`config.mk`:
```
export PLATFORM = sky130hd
export DESIGN_NAME = pwm_phase_correct_nch
export DESIGN_NICKNAME = d
export VERILOG_FILES = /design/src/rtl/pwm_pkg.sv /design/src/rtl/pwm_deadtime.sv /design/src/rtl/pwm_phase_correct_nch.sv
export SDC_FILE = /design/constraint.sdc
export NUM_CORES = 1
export LEC_CHECK = 0
export CAP_MARGIN = 40
export CORE_MARGIN = 8
export CORE_UTILIZATION = 35
export CTS_CLUSTER_DIAMETER = 60
export CTS_CLUSTER_SIZE = 25
export DETAILED_ROUTE_END_ITERATION = 10
export PLACE_DENSITY = 0.6
export RECOVER_POWER = 25
export SETUP_SLACK_MARGIN = 0.4
export SYNTH_ARGS = -nofsm -noshare
export SYNTH_HDL_FRONTEND = slang
export SYNTH_SLANG_ARGS = --single-unit
```
`constraint.sdc`:
```
create_clock -name clk -period 10.65 [get_ports clk]
set_input_delay 1.065 -clock clk [delete_from_list [all_inputs] [get_ports clk]]
set_output_delay 1.065 -clock clk [all_outputs]
set_load 0.01 [all_outputs]
```
`src/rtl/pwm_pkg.sv`:
```
// Shared mode encodings and default sizing for the N-channel PWM timer.
// Purely declarative; no logic, no latency, no flow control.
package pwm_pkg;

    typedef enum logic {
        PWM_MODE_PC   = 1'b0,
        PWM_MODE_FAST = 1'b1
    } pwm_mode_e;

    localparam int PWM_WIDTH_DEF     = 32;
    localparam int PWM_N_CH_DEF      = 4;
    localparam int PWM_DT_CYCLES_DEF = 8;

endpackage

```
`src/rtl/pwm_deadtime.sv`:
```
// Per-channel dead-time inserter, compiled only with PWM_DEADTIME_EN.
// Latency: rising edges delayed DT_CYCLES, falling edges immediate; no backpressure.
`ifdef PWM_DEADTIME_EN
module pwm_deadtime #(
    parameter int DT_CYCLES = 8
) (
    input  logic clk,
    input  logic reset,
    input  logic raw,
    output logic pwm_p,
    output logic pwm_n
);

    localparam int              CW     = $clog2(DT_CYCLES + 1);
    localparam logic [CW-1:0]   DT_MAX = CW'(DT_CYCLES);

    logic          raw_q, raw_d;
    logic [CW-1:0] stable_q, stable_d;
    logic          p_q, p_d, n_q, n_d;

    // stable_d counts cycles raw has held its level, including the current one
    always_comb begin
        raw_d = raw;
        if (raw != raw_q) begin
            stable_d = CW'(1);
        end else if (stable_q < DT_MAX) begin
            stable_d = stable_q + CW'(1);
        end else begin
            stable_d = stable_q;
        end
        p_d = raw && (stable_d >= DT_MAX);
        n_d = !raw && (stable_d >= DT_MAX);
    end

    always_ff @(posedge clk) begin
        if (reset) begin
            raw_q    <= 1'b0;
            stable_q <= '0;
            p_q      <= 1'b0;
            n_q      <= 1'b0;
        end else begin
            raw_q    <= raw_d;
            stable_q <= stable_d;
            p_q      <= p_d;
            n_q      <= n_d;
        end
    end

    // Gating with the live raw level makes both falls immediate and overlap impossible
    assign pwm_p = p_q && raw;
    assign pwm_n = n_q && !raw;

endmodule
`endif

```
`src/rtl/pwm_phase_correct_nch.sv`:
```
// N-channel PWM timer: shared up/up-down counter, per-channel compare, double-buffered config.
// Latency: pwm_out 1 cycle after cnt; config applies at the period boundary; cfg_ready low while an update is pending.
// Optional dead-time / complementary outputs with PWM_DEADTIME_EN.
module pwm_phase_correct_nch
    import pwm_pkg::*;
#(
    parameter int WIDTH     = PWM_WIDTH_DEF,
    parameter int N_CH      = PWM_N_CH_DEF,
    parameter int DT_CYCLES = PWM_DT_CYCLES_DEF
) (
    input  logic                   clk,
    input  logic                   reset,
    input  logic                   enable,
    input  logic                   cfg_valid,
    output logic                   cfg_ready,
    input  logic                   cfg_mode,
    input  logic [WIDTH-1:0]       cfg_top,
    input  logic [N_CH*WIDTH-1:0]  cfg_cmp,
    output logic [WIDTH-1:0]       cnt,
    output logic                   dir_down,
    output logic                   period_tick,
    output logic                   update_ack,
    output logic [N_CH-1:0]        pwm_out
`ifdef PWM_DEADTIME_EN
    ,
    output logic [N_CH-1:0]        pwm_out_n
`endif
);

    if (WIDTH < 1 || N_CH < 1 || DT_CYCLES < 1) begin : g_param_check
        $error("pwm_phase_correct_nch: WIDTH, N_CH and DT_CYCLES must all be >= 1");
    end

    logic [WIDTH-1:0]      cnt_q, cnt_d, cnt_nx;
    logic                  dir_q, dir_d, dir_nx;
    logic [WIDTH-1:0]      top_q, top_d, sh_top_q, sh_top_d;
    logic [N_CH*WIDTH-1:0] cmp_q, cmp_d, sh_cmp_q, sh_cmp_d;
    pwm_mode_e             mode_q, mode_d, sh_mode_q, sh_mode_d;
    logic                  pend_q, pend_d;
    logic                  ack_q, ack_d;
    logic [N_CH-1:0]       raw_q, raw_d;
    logic                  term, accept, apply;

    always_comb begin
        term   = 1'b0;
        cnt_nx = cnt_q;
        dir_nx = dir_q;
        if (top_q == '0) begin
            term = 1'b1;
        end else if (mode_q == PWM_MODE_FAST) begin
            if (cnt_q >= top_q) begin
                term = 1'b1;
            end else begin
                cnt_nx = cnt_q + WIDTH'(1);
            end
        end else begin
            if (!dir_q && cnt_q < top_q) begin
                cnt_nx = cnt_q + WIDTH'(1);
            end else begin
                cnt_nx = cnt_q - WIDTH'(1);
                dir_nx = 1'b1;
            end
            // Reaching zero on the way down (top==1 included) closes the period
            if (cnt_nx == '0) begin
                term = 1'b1;
            end
        end

        // accept and apply are mutually exclusive through pend_q
        accept = cfg_valid && !pend_q;
        apply  = enable && term && pend_q;

        cnt_d     = cnt_q;
        dir_d     = dir_q;
        raw_d     = raw_q;
        top_d     = top_q;
        cmp_d     = cmp_q;
        mode_d    = mode_q;
        sh_top_d  = sh_top_q;
        sh_cmp_d  = sh_cmp_q;
        sh_mode_d = sh_mode_q;
        pend_d    = pend_q;
        ack_d     = apply;

        if (enable) begin
            if (term) begin
                cnt_d = '0;
                dir_d = 1'b0;
            end else begin
                cnt_d = cnt_nx;
                dir_d = dir_nx;
            end
            for (int i = 0; i < N_CH; i++) begin
                raw_d[i] = cnt_q < cmp_q[i*WIDTH +: WIDTH];
            end
        end

        if (apply) begin
            top_d  = sh_top_q;
            cmp_d  = sh_cmp_q;
            mode_d = sh_mode_q;
            pend_d = 1'b0;
        end

        if (accept) begin
            sh_top_d  = cfg_top;
            sh_cmp_d  = cfg_cmp;
            sh_mode_d = pwm_mode_e'(cfg_mode);
            pend_d    = 1'b1;
        end
    end

    always_ff @(posedge clk) begin
        if (reset) begin
            cnt_q     <= '0;
            dir_q     <= 1'b0;
            top_q     <= '0;
            cmp_q     <= '0;
            mode_q    <= PWM_MODE_PC;
            sh_top_q  <= '0;
            sh_cmp_q  <= '0;
            sh_mode_q <= PWM_MODE_PC;
            pend_q    <= 1'b0;
            ack_q     <= 1'b0;
            raw_q     <= '0;
        end else begin
            cnt_q     <= cnt_d;
            dir_q     <= dir_d;
            top_q     <= top_d;
            cmp_q     <= cmp_d;
            mode_q    <= mode_d;
            sh_top_q  <= sh_top_d;
            sh_cmp_q  <= sh_cmp_d;
            sh_mode_q <= sh_mode_d;
            pend_q    <= pend_d;
            ack_q     <= ack_d;
            raw_q     <= raw_d;
        end
    end

    assign cnt         = cnt_q;
    assign dir_down    = dir_q;
    assign cfg_ready   = !pend_q;
    assign period_tick = enable && term;
    assign update_ack  = ack_q;

`ifdef PWM_DEADTIME_EN
    for (genvar g = 0; g < N_CH; g++) begin : g_dt
        pwm_deadtime #(
            .DT_CYCLES (DT_CYCLES)
        ) u_dt (
            .clk   (clk),
            .reset (reset),
            .raw   (raw_q[g]),
            .pwm_p (pwm_out[g]),
            .pwm_n (pwm_out_n[g])
        );
    end
`else
    assign pwm_out = raw_q;
`endif

endmodule

```
# Word level (Yosys, flattened, before mapping)
# Index checks and enable logic that the tools add are counted.
op_classes:
  add_sub_neg: 2
  order_cmp: 6
  eq_ne: 4
  n_mux: 17
  n_reduce_logical: 11
op_table:
  columns: ["operator", "n"]
  rows:
  - ["32-bit two-way mux", 7]
  - ["32-bit less-than comparator", 5]
  - ["32-bit zero test", 2]
  - ["32-bit by 1-bit adder with 32-bit output, second input constant", 1]
  - ["32-bit greater-or-equal comparator", 1]
  - ["32-bit by 1-bit subtractor with 32-bit output, second input constant", 1]
  - ["1-bit two-way mux", 10]
  - ["1-bit logical AND", 4]
  - ["2-bit != test, second input constant", 2]
  - ["4-bit AND reduction", 1]
  - ["3-bit != test, second input constant", 1]
  - ["3-bit AND reduction", 1]
  - ["1-bit zero test", 2]
  - ["2-bit by 1-bit != test with 1-bit output, second input constant", 1]
  - ["2-bit nonzero test", 1]
word_totals:
  register_bits: 361
  inputBits: 165
  output_inout_bits: 40
  word_cells: 51

# Depth between registers and ports, before layout
# Gate-level depths: netlist (run 1).
depth:
  ltp_word: 13
  depth_mapped: 17
  mapped_depth_nobuf: 12

# Least setup slack after synthesis (run 1)
# No wires, ideal clock.
synth_path:
  kind: "flip-flop to output port"
  start: "reg cnt_q[1], in the netlist cnt[1]"
  end: "out period_tick"
  arrival_ns: 3.697
  t_required_ns: 9.585
  path_slack_ns: 5.888
  path_stages_with_launch: 13
  path_buffers: 1
  cell_sequence: "dfxtp_1 -> ha_1 -> nand4_1 -> nor4_1 -> nand2_1 -> xnor2_1 -> or4_1 -> a2111oi_0 -> and3_1 -> o2111ai_2 -> o21ai_1 -> clkbuf_1 -> and2_1"
synth_via:
  elab_chain_cells: 10
  elab_cells_between_ends: 14
  classes_between: "add/sub: 2; order compare: 2; mux: 7; reduce/logical: 3"
synth_lines:
  columns: ["element", "line_no", "text"]
  rows:
  - ["start: declaration", "pwm_phase_correct_nch.sv:34", "logic [WIDTH-1:0] cnt_q, cnt_d, cnt_nx;"]
  - ["start signal: assignment", "pwm_phase_correct_nch.sv:127", "cnt_q <= cnt_d;"]
  - ["32-bit less-than comparator", "pwm_phase_correct_nch.sv:57", "if (!dir_q && cnt_q < top_q) begin"]
  - ["1-bit logical AND", "pwm_phase_correct_nch.sv:57", null]
  - ["32-bit two-way mux", "pwm_phase_correct_nch.sv:57", null]
  - ["32-bit two-way mux", "pwm_phase_correct_nch.sv:50", "end else if (mode_q == PWM_MODE_FAST) begin"]
  - ["32-bit two-way mux", "pwm_phase_correct_nch.sv:48", "if (top_q == '0) begin"]
  - ["32-bit zero test", "pwm_phase_correct_nch.sv:64", "if (cnt_nx == '0) begin"]
  - ["1-bit two-way mux", "pwm_phase_correct_nch.sv:64", null]
  - ["1-bit two-way mux *", "pwm_phase_correct_nch.sv:50", null]
  - ["1-bit two-way mux *", "pwm_phase_correct_nch.sv:48", null]
  - ["1-bit logical AND *", "pwm_phase_correct_nch.sv:144", "assign period_tick = enable && term;"]
  - ["end: declaration", "pwm_phase_correct_nch.sv:21", "output logic period_tick,"]
# Every way passes the cells marked *; elsewhere a longest branch is shown, timed or not. The select of a mux whose other input is x is not followed.

# Worst setup path in the final report (run 1)
layout_path:
  start: "reg cnt_q[17], in the netlist cnt[17]"
  end: "out period_tick"
# The elaborated chain is that of the path after synthesis.

==> results of run 1 <==
## cells by family (layout without fill, tap and decap cells)
kind of cell / count (synthesis) / in the layout / share of synthesized area (%)
compound gates: 394 / 394 / 11.7
flops: 361 / 361 / 35.9
simple gates: 967 / 967 / 25.1
buf+inv: 326 / 484 / 6.61
mux: 170 / 170 / 8.49
fa+ha+maj: 158 / 158 / 9.83
xor+xnor: 52 / 52 / 2.27
## synthesized netlist by cell type (all sizes together) (2+ instances only)
| library cell | instances |
|---|---|
| nor4b | 4 |
| a221oi | 6 |
| clkinv | 2 |
| nand2 | 379 |
| or2 | 4 |
| o2111ai | 3 |
| or3 | 9 |
| nand3b | 2 |
| xnor2 | 24 |
| nor3b | 7 |
| clkbuf | 126 |
| a211o | 3 |
| and3 | 10 |
| a211oi | 38 |
| a22oi | 3 |
| o211ai | 5 |
| inv | 169 |
| nor2b | 26 |
| a31oi | 4 |
| a2111oi | 3 |
| ha | 158 |
| o311ai | 2 |
| and2 | 7 |
| nor4 | 24 |
| and4 | 13 |
| xor2 | 28 |
| buf | 29 |
| o41ai | 5 |
| mux2i | 166 |
| o31ai | 3 |
| o21ai | 46 |
| nand3 | 32 |
| mux2 | 4 |
| or4 | 8 |
| a21oi | 213 |
| a21o | 49 |
| o22a | 2 |
| nor3 | 23 |
| nand4 | 42 |
| nor2 | 38 |
| nand2b | 335 |
| dfxtp | 361 |
## critical path, stage by stage, from the launching register on
cell,delay (ns)
dfxtp_1,0.35
clkbuf_1,0.86
nand4_1,0.22
nor4_1,0.54
nand2_1,0.31
xnor2_1,0.19
or4_1,0.46
a2111oi_0,0.35
and3_1,0.27
o2111ai_2,0.19
o21ai_2,0.18
and2_1,0.22
clkdlybuf4s50_1,0.57
## area by class of cell
| type | count | share of cell area, % |
|---|---|---|
| tap | 765 | 3.97 |
| sequential | 361 | 30.0 |
| clock inverter | 22 | 1.08 |
| timing repair buffer | 252 | 10.3 |
| clock buffer | 39 | 3.91 |
| multi-input combinational | 1741 | 48.1 |
| inverter | 171 | 2.66 |
## stage by stage
stage               hold slack [ns]  cell area [µm²]  worst slack [ns]
global route                  0.477            24100              3.96
finish                        0.457            24100              4.32
floorplan                     0.437            20100              5.89
global placement              0.445            22800              4.85
detailed placement            0.447            22900              4.91
CTS                           0.458            24100              4.31
## registers in the layout, summed over array words and instances, names as in the netlist
signal / count
cnt: 32
update_ack: 1
pwm_out: 4
cmp_q: 128
pend_q: 1
top_q: 32
sh_top_q: 32
sh_mode_q: 1
mode_q: 1
dir_down: 1
sh_cmp_q: 128
## report_power, final
part | switching, µW | total, µW | leakage, µW | internal, µW
Clock | 617 | 1300 | 0.000581 | 678
Combinational | 862 | 1480 | 0.00529 | 618
Sequential | 70.3 | 1500 | 0.00294 | 1430
## routing by layer
layer  vias to the layer above  share of wire, %  track usage, %
li1                       8443                 -               -
met1                      7973                45            23.9
met2                       411                46            30.5
met3                        97               6.5            4.58
met4                         4               2.5            5.56
met5                         -             0.033               0
## worst max path at each step
stage,endpoint,cells past startpoint
2_1_floorplan,period_tick,12
3_3_place_gp,cmp_q[67]$_SDFFE_PP0P_,14
3_5_place_dp,period_tick,13
4_1_cts,period_tick,13
5_1_grt,period_tick,13
6_report,period_tick,12
==> key figures, run 1 <==
Status
  • Status: complete, but fails checks
  • Failing checks: max-capacitance violations, max-slew violations

Clock tree
  • Clk Latency, worst-skew pair: between 0.5 and 0.6 ns
  • Clock slew at reported path FFs: around 0.07 ns
  • CTS resizes: 0
  • Cts bufs inserted: 35
  • H-tree depth: 2
  • CTS tree: built
  • Post-CTS setup buffers: 0
  • Clock buffer depth: 3
  • Clock Sinks: 361
  • Cts hold-fix bufs: 0
  • Root buffer cell: clkbuf_16

Global routing
  • First-pass GRT wire length: a little under 100000 µm
  • Total grt overflow: 0
  • All-Layer GR Usage: a little under a fifth
  • Initial antenna violation count: 3
  • Vias in the first global route: between 15000 and 20000
  • Largest net degree at the start of global routing: between 150 and 200

Placed design
  • IO buf count: slightly above 200
  • Final RePlAce weighted congestion: ~0.89
  • Detailed Place HPWL: 45100 µm
  • Placed Cells: roughly 3300

Synthesis
  • Avg Synthesized Cell Area: 8.28 µm²
  • Synth top area share: between 30% and 40%
  • Ys flop type: dfxtp_1
  • Mapped cell area: slightly above 20000 µm²
  • Ys Warns: 0
  • Sequential share of the synthesized area: between 30% and 40%
  • Largest area contributor in the netlist: dfxtp_1
  • #FFs+latches synth: about 360
  • Net count after synthesis: about 2800
  • Area contributors post-synth: dfxtp_1 36%, nand2b_1 10%, ha_1 9.8%, mux2i_1 8.3%, nand2_1 7.1%
  • Asr flop ratio synth: 0%
  • Distinct cells, synth: 65
  • Post-synthesis instance total: 2428
  • Post-synth EDFFs: 0

Detailed routing
  • Total wire length: around 63000 µm
  • Detailed-route via count: 16928
  • Routed vias/inst: approximately 5.1
  • Antenna Nets Post-Route: 0
  • 1st-pass router iterations: 5
  • DR iter-0 viols: ~1200
  • Drt drc: 0
  • Routed wire per std cell: roughly 19 µm

Critical path
  • CP startpoint kind: flip-flop
  • WS Path Type: flip-flop to output pin
  • Launch point of the worst reg-to-reg path: cnt[17]$_SDFFE_PP0P_
  • R2r setup slk: about 4.9 ns
  • Worst-path maximum fanout: 12
  • CP arrival: 5.27 ns
  • Worst Setup End Kind: output pin
  • Worst Setup SP: cnt[17]$_SDFFE_PP0P_
  • Critical R2R Capture: cmp_q[75]$_SDFFE_PP0P_
  • Reg2Reg Depth: 14
  • Req. time, crit path: approximately 9.6 ns

Final layout
  • Commonest non-fill, non-tap cell in the layout: nand2_1
  • Area of the multi-input gates: 11600 µm²
  • Finished Core Util: 42.1%
  • FF/Latch Area: roughly 7200 µm²
  • Share of layout cells above drive strength 1: under 10%
  • Finished Layout Cells: around 3400
  • # nets final: approximately 2900
  • N_diodes: 0
  • FILL cells: roughly 5800
  • Layout area overhead: 19.9%
  • Most frequent cells in the layout: 378 x nand2_1, 361 x dfxtp_1, 335 x nand2b_1

Power and ir drop
  • Total power: ~4300 µW
  • Leakage power: about 0.009 µW
  • VDD IR max: ~120 µV
  • Pwr/cell area: around 180 nW/µm²

Job
  • Max_cap viols: 1

STA
  • Clk_skew: approximately 0.035 ns
  • Slew HR: -121%
  • Setup TNS: 0 ns
  • Pins Over Slew Limit: just over 80
  • FMAX: about 0.16 GHz
  • Setup violators final: 0
  • Crit path time final: ~6.3 ns
  • Worst-Margin Slew: between 3 and 4 ns
  • Final Hold Vio Count: 0
  • RSZ-0062 raised after global routing: no
  • Final period util: 59.4%

Floorplanning
  • Starting Density: between 30% and 40%
  • Core ar.: around 57000 µm²
  • Die H: roughly 260 µm
  • Die Footprint: 65400 µm²
  • # IOs: 205
  • Die Span X: 256 µm
  • Std-Cell Rows: 88

Min path
  • Worst hold endpoint: sh_cmp_q[109]$_SDFFE_PP0P_
  • Class of the worst hold path: flip-flop to flip-flop
  • Hold Crit Start: sh_cmp_q[109]$_SDFFE_PP0P_
  • Hold path depth: 2
(Power assumes the default switching activity.)
==> run 2, diff against run 1 <==
clock period = 6.6 ns   (was 10.65 ns; I/O delays follow)
==> key figures, run 2 (same netlist as run 1, synthesis figures left out) <==
Status
  • Status: complete, but fails checks
  • Failing checks: max-capacitance violations, max-slew violations

Global routing
  • First-pass GRT wire length: 99800 µm (+1.9%)
  • All-Layer GR Usage: 19.0% (+0.39 points)
  • Vias in the first global route: 17339 (+0.62%)
  • Initial antenna violation count: 5 (+2)
  • Total grt overflow: 0 (unchanged)
  • Largest net degree at the start of global routing: 248 (+48%)

Final layout
  • Finished Cell Area: 24100 µm² (about the same)
  • # nets final: 2885 (unchanged)
  • Most frequent cells in the layout: 379 x nand2_1, 361 x dfxtp_1, 335 x nand2b_1
  • FILL cells: 5771 (-0.28%)
  • Layout area overhead: 20.0% (about the same)
  • FF/Latch Area: 7230 µm² (unchanged)
  • Share of layout cells above drive strength 1: 4.72% (+0.037 points)
  • Top flop regs: cmp_q x128, sh_cmp_q x128
  • Area of the multi-input gates: 11600 µm² (about the same)
  • Finished Layout Cells: 3352 (+0.030%)
  • N_diodes: 0 (unchanged)
  • Commonest non-fill, non-tap cell in the layout: nand2_1

Critical path
  • Req. time, crit path: 5.94 ns (-3.65 ns)
  • Worst Setup End Kind: output pin
  • CP startpoint kind: flip-flop
  • CP arrival: 5.20 ns (-0.07 ns)
  • WS Path Type: flip-flop to output pin
  • Worst-path maximum fanout: 13 (+1)
  • Critical R2R Capture: cmp_q[74]$_SDFFE_PP0P_
  • R2r setup slk: 1.46 ns (-3.48 ns)
  • Reg2Reg Depth: 12 (-2)
  • Launch point of the worst reg-to-reg path: cnt[21]$_SDFFE_PP0P_

Power and ir drop
  • Pwr/cell area: 293 nW/µm² (+65%)
  • Leakage power: 0.00884 µW (+0.25%)
  • Total power: 7080 µW (+66%)
  • VDD IR max: 176 µV (+41%)

Min path
  • Worst hold endpoint: pwm_out[3]$_SDFFE_PP0P_
  • Hold path depth: 2 (unchanged)
  • Hold Crit Start: pwm_out[3]$_SDFFE_PP0P_
  • Class of the worst hold path: flip-flop to flip-flop

STA
  • Clk_skew: 0.0255 ns (-0.00924 ns)
  • Worst-Margin Slew: 2.67 ns (-0.649 ns)
  • Setup violators final: 0 (unchanged)
  • Slew HR: -77.9% (+43 points)
  • Final Hold Vio Count: 0 (unchanged)
  • Crit path time final: a little under 6 ns
  • RSZ-0062 raised after global routing: no
  • Final period util: 88.8%
  • FMAX: roughly 0.17 GHz
  • Setup TNS: 0 ns (unchanged)
  • Pins Over Slew Limit: 78 (-3.7%)

Placed design
  • Placed Cells: 3288 (-0.061%)
  • Detailed Place HPWL: 45400 µm (+0.67%)
  • Final RePlAce weighted congestion: 0.949 (+6.9%)
  • IO buf count: 204 (unchanged)
  • Placed Area: 22900 µm² (-0.36%)

Clock tree
  • Post-CTS setup buffers: 0 (unchanged)
  • Clk Latency, worst-skew pair: 0.56 ns (about the same)
  • Root buffer cell: clkbuf_16
  • H-tree depth: 2 (unchanged)
  • Clock Sinks: 361 (unchanged)
  • CTS tree: built
  • Clock slew at reported path FFs: 0.07 ns (about the same)
  • Clock buffer depth: 3 (unchanged)
  • Cts bufs inserted: 36 (+2.9%)

Floorplanning
  • Core ar.: 57300 µm² (unchanged)
  • Die Footprint: 65400 µm² (unchanged)
  • Die Span X: 256 µm (unchanged)
  • Starting Density: 35.1% (unchanged)
  • # IOs: 205 (unchanged)
  • Std-Cell Rows: 88 (unchanged)
  • Die H: 256 µm (unchanged)

Detailed routing
  • Detailed-route via count: 16921 (-0.041%)
  • DR iter-0 viols: 981 (-17%)
  • 1st-pass router iterations: 5 (unchanged)
  • Routed vias/inst: 5.05 (about the same)
  • Drt drc: 0 (unchanged)
  • Total wire length: 64300 µm (+2.5%)
  • Routed wire per std cell: 19.2 µm (+2.5%)
  • Antenna Nets Post-Route: 0 (unchanged)

Job
  • Max_cap viols: 1 (unchanged)
run 2: cell types whose count changed in the layout (fill, tap and decap cells not counted), sizes merged:
cell and change:
buf -2, bufinv +3, clkbuf +1, inv +1
clkinvlp -2
run 2: how the worst max path moves through the flow:
stage | start | cells past startpoint | end
finish | cnt[21]$_SDFFE_PP0P_ | 12 | period_tick
global route | cnt[21]$_SDFFE_PP0P_ | 12 | period_tick
CTS | cnt[10]$_SDFFE_PP0P_ | 11 | period_tick
detailed placement | cnt[10]$_SDFFE_PP0P_ | 11 | period_tick
global placement | cnt[10]$_SDFFE_PP0P_ | 11 | period_tick
floorplan | cnt[1]$_SDFFE_PP0P_ | 12 | period_tick
run 2: worst max-delay path, stage by stage, from the launching register on:
cell and delay, ns:
dfxtp_1 0.34, clkbuf_1 0.99, nand3_1 0.36, nor4b_1 0.79, nand4_1 0.15, and4_1 0.27
o2111ai_1 0.32, nor3b_1 0.09, and3_1 0.21, o2111ai_2 0.28, o21ai_2 0.10, and2_1 0.23
clkdlybuf4s50_1 0.50
run 2: per-stage QoR:
stage	setup WS [ns]	hold WS, ns	utilization [%]
floorplan	2.24	0.437	-
global placement	1.36	0.437	39.9
detailed placement	1.25	0.446	39.9
CTS	0.629	0.458	42.2
global route	0.539	0.470	42.1
finish	0.741	0.449	42.1
run 2: routing by layer:
layer	vias to the layer above	global-route usage, %	share of wire (%)
met5	-	0	0.020
met4	2	5.32	2.7
met3	90	3.86	5.4
met2	384	31.7	46
met1	8015	24.6	46
li1	8430	-	-
run 2: timing repair:
| action | 4_1_cts | 5_1_grt |
|---|---|---|
| endpoints found under the setup margin | 0 | 1 |
| gates resized for setup | 0 | 1 |
| hold buffers | 0 | 0 |
run 2: power by group:
part / internal, µW / total [µW] / switching, µW
clock network: 1230 / 2230 / 1000
registers: 2300 / 2410 / 109
logic: 997 / 2430 / 1440
run 2: layout make-up:
type                            count  area share (%)
Tap cell                          765            3.97
Multi-Input combinational cell   1741            48.0
Clock buffer                       39            3.95
Sequential cell                   361            30.0
Inverter                          171            2.66
Clock inverter                     24            1.40
Timing Repair Buffer              251            10.0
==> run 3, diff against run 2 <==
CORE_MARGIN = 2   (was 8)
REMOVE_ABC_BUFFERS = 1   (was unset)
SKIP_LAST_GASP = 1   (was unset)
==> key figures, run 3 (same netlist as run 1, synthesis figures left out) <==
Status
  • Status: complete, but fails checks
  • Failing checks: max-capacitance violations, max-slew violations

Placed design
  • IO buf count: 204 (unchanged)
  • Placed Area: 22800 µm² (-0.19%)
  • Final RePlAce weighted congestion: 0.866 (-8.8%)
  • Detailed Place HPWL: 39800 µm (-12%)

Global routing
  • All-Layer GR Usage: 18.6% (-0.37 points)
  • Vias in the first global route: 16510 (-4.8%)
  • First-pass GRT wire length: 89200 µm (-11%)
  • Total grt overflow: 0 (unchanged)
  • Initial antenna violation count: 0 (-5)
  • Largest net degree at the start of global routing: 303 (+22%)

Floorplanning
  • Die Footprint: 59400 µm² (-9.2%)
  • Die H: 244 µm (-4.7%)
  • Starting Density: 35.5% (+0.40 points)
  • # IOs: 205 (unchanged)
  • Core ar.: 56600 µm² (-1.1%)
  • Die Span X: 244 µm (-4.7%)
  • Std-Cell Rows: 87 (-1.1%)

Job
  • Max_cap viols: 1 (unchanged)

Critical path
  • CP top delay family: buffers and inverters
  • WP buf/inv: 3 (+1)
  • Crit path cell chain: clkbuf_1, ha_1, nand2_1, nor4_1, nand2_1, nand4_1, a21oi_1, buf_4, o22a_1, a21oi_1, o2111ai_2, o21ai_2, and2_1, clkdlybuf4s50_1
  • WS Path Type: flip-flop to output pin
  • Worst-path maximum fanout: 19 (+6)
  • CP max stage cell: clkbuf_1
  • Worst Setup End Kind: output pin
  • Req. time, crit path: 5.94 ns (about the same)
  • Max incr delay on CP: 1.03 ns (+0.04 ns)
  • CP arrival: 5.26 ns (+0.06 ns)
  • CP startpoint kind: flip-flop

STA
  • Clk_skew: 0.0392 ns (+0.0138 ns)
  • RSZ-0062 raised after global routing: no
  • Setup violators final: 0 (unchanged)
  • FMAX: 0.169 GHz (-1.1%)
  • Worst-Margin Slew: 2.64 ns (-0.0244 ns)
  • Final Hold Vio Count: 0 (unchanged)
  • Pins Over Slew Limit: 82 (+5.1%)
  • Slew HR: -76.2% (+1.6 points)
  • Crit path time final: 5.92 ns (+0.0658 ns)
  • Final period util: 89.8% (+1.0 points)

Detailed routing
  • DR iter-0 viols: 998 (+1.7%)
  • 1st-pass router iterations: 5 (unchanged)
  • Drt drc: 0 (unchanged)
  • Total wire length: 55800 µm (-13%)
  • Antenna Nets Post-Route: 0 (unchanged)
  • Detailed-route via count: 16396 (-3.1%)
  • Routed vias/inst: 4.92 (-2.5%)
  • Routed wire per std cell: 16.8 µm (-13%)

Final layout
  • Top flop regs: cmp_q x128, sh_cmp_q x128
  • Commonest non-fill, non-tap cell in the layout: nand2_1
  • Share of layout cells above drive strength 1: 4.20% (-0.52 points)
  • Most frequent cells in the layout: 379 x nand2_1, 361 x dfxtp_1, 335 x nand2b_1
  • FILL cells: 5742 (-0.50%)
  • # nets final: 2871 (-0.49%)
  • Finished Cell Area: 24000 µm² (-0.53%)
  • Layout area overhead: 19.4%

Clock tree
  • H-tree depth: 2 (unchanged)
  • Post-CTS setup buffers: 0 (unchanged)
  • Cts hold-fix bufs: 0 (unchanged)
  • Clk Latency, worst-skew pair: 0.57 ns (about the same)
  • Cts bufs inserted: 34 (-5.6%)
  • Clock slew at reported path FFs: 0.07 ns (about the same)
  • Clock Sinks: 361 (unchanged)
  • Clock buffer depth: 3 (unchanged)
  • Root buffer cell: clkbuf_16
  • CTS tree: built

Min path
  • Class of the worst hold path: flip-flop to flip-flop

Power and ir drop
  • Total power: 6950 µW (-1.8%)
  • Leakage power: 0.00875 µW (-0.99%)
  • VDD IR max: 216 µV (+23%)
  • Pwr/cell area: 290 nW/µm² (-1.3%)
-- run 3: per-layer routing --
layer	vias up	track usage [%]	part of all wire, %
met5	-	0.817	0.12
met4	2	4.82	2.0
met3	61	3.72	4.7
met2	279	30.5	45
met1	7639	24.8	48
li1	8415	-	-
-- run 3: worst register-to-register path: stages (launching register included) --
cell and delay [ns]:
dfxtp_1 0.31, clkbuf_1 1.03, ha_1 0.30, nand2_1 0.05, nor4_1 0.44, nand2_1 0.17
nand4_1 0.27, a21oi_1 0.07, buf_4 0.23, o22a_1 0.21, a21oi_1 0.41, o2111ai_2 0.26
o41ai_4 0.39, buf_12 0.56, mux2i_1 0.46
-- run 3: path summary, 6_finish.rpt --
check	start	endpoint	slack, ns	depth (start not counted)
max	cnt[20]$_SDFFE_PP0P_	period_tick	0.68	14
min	sh_cmp_q[16]$_SDFFE_PP0P_	sh_cmp_q[16]$_SDFFE_PP0P_	0.45	2
max reg2reg	cnt[20]$_SDFFE_PP0P_	cmp_q[105]$_SDFFE_PP0P_	1.40	14
min reg2reg	sh_cmp_q[16]$_SDFFE_PP0P_	sh_cmp_q[16]$_SDFFE_PP0P_	0.45	2
-- run 3: area by class of cell --
cell class	count	area, µm²	area share [%]
diodes	1	2.50	0.0104
clock buffers	39	933	3.89
clock inverters	22	278	1.16
inverters	171	642	2.67
multi-input cells	1741	11600	48.3
flip-flops and latches	361	7230	30.1
well taps	756	946	3.94
repair buffers	239	2380	9.91
-- run 3: what timing repair did --
action / 4_1_cts / 5_1_grt
gates resized for setup: 0 / 1
hold endpoints to repair: 0 / 0
setup endpoints to repair: 0 / 1
-- run 3: power breakdown --
part	switching [µW]	internal (µW)
Combinational	1410	987
Clock	959	1150
Sequential	142	2300
-- run 3: metrics by stage --
stage	worst slack (ns)	hold slack, ns	utilization (%)	setup TNS [ns]	instances
floorplan	-9.76	0.431	-	-1589.35	2273
global placement	1.21	0.446	40.1	0	3263
detailed placement	1.24	0.447	40.3	0	3268
CTS	0.627	0.457	42.4	0	3329
global route	0.412	0.476	42.4	0	3329
finish	0.675	0.455	42.4	0	3330
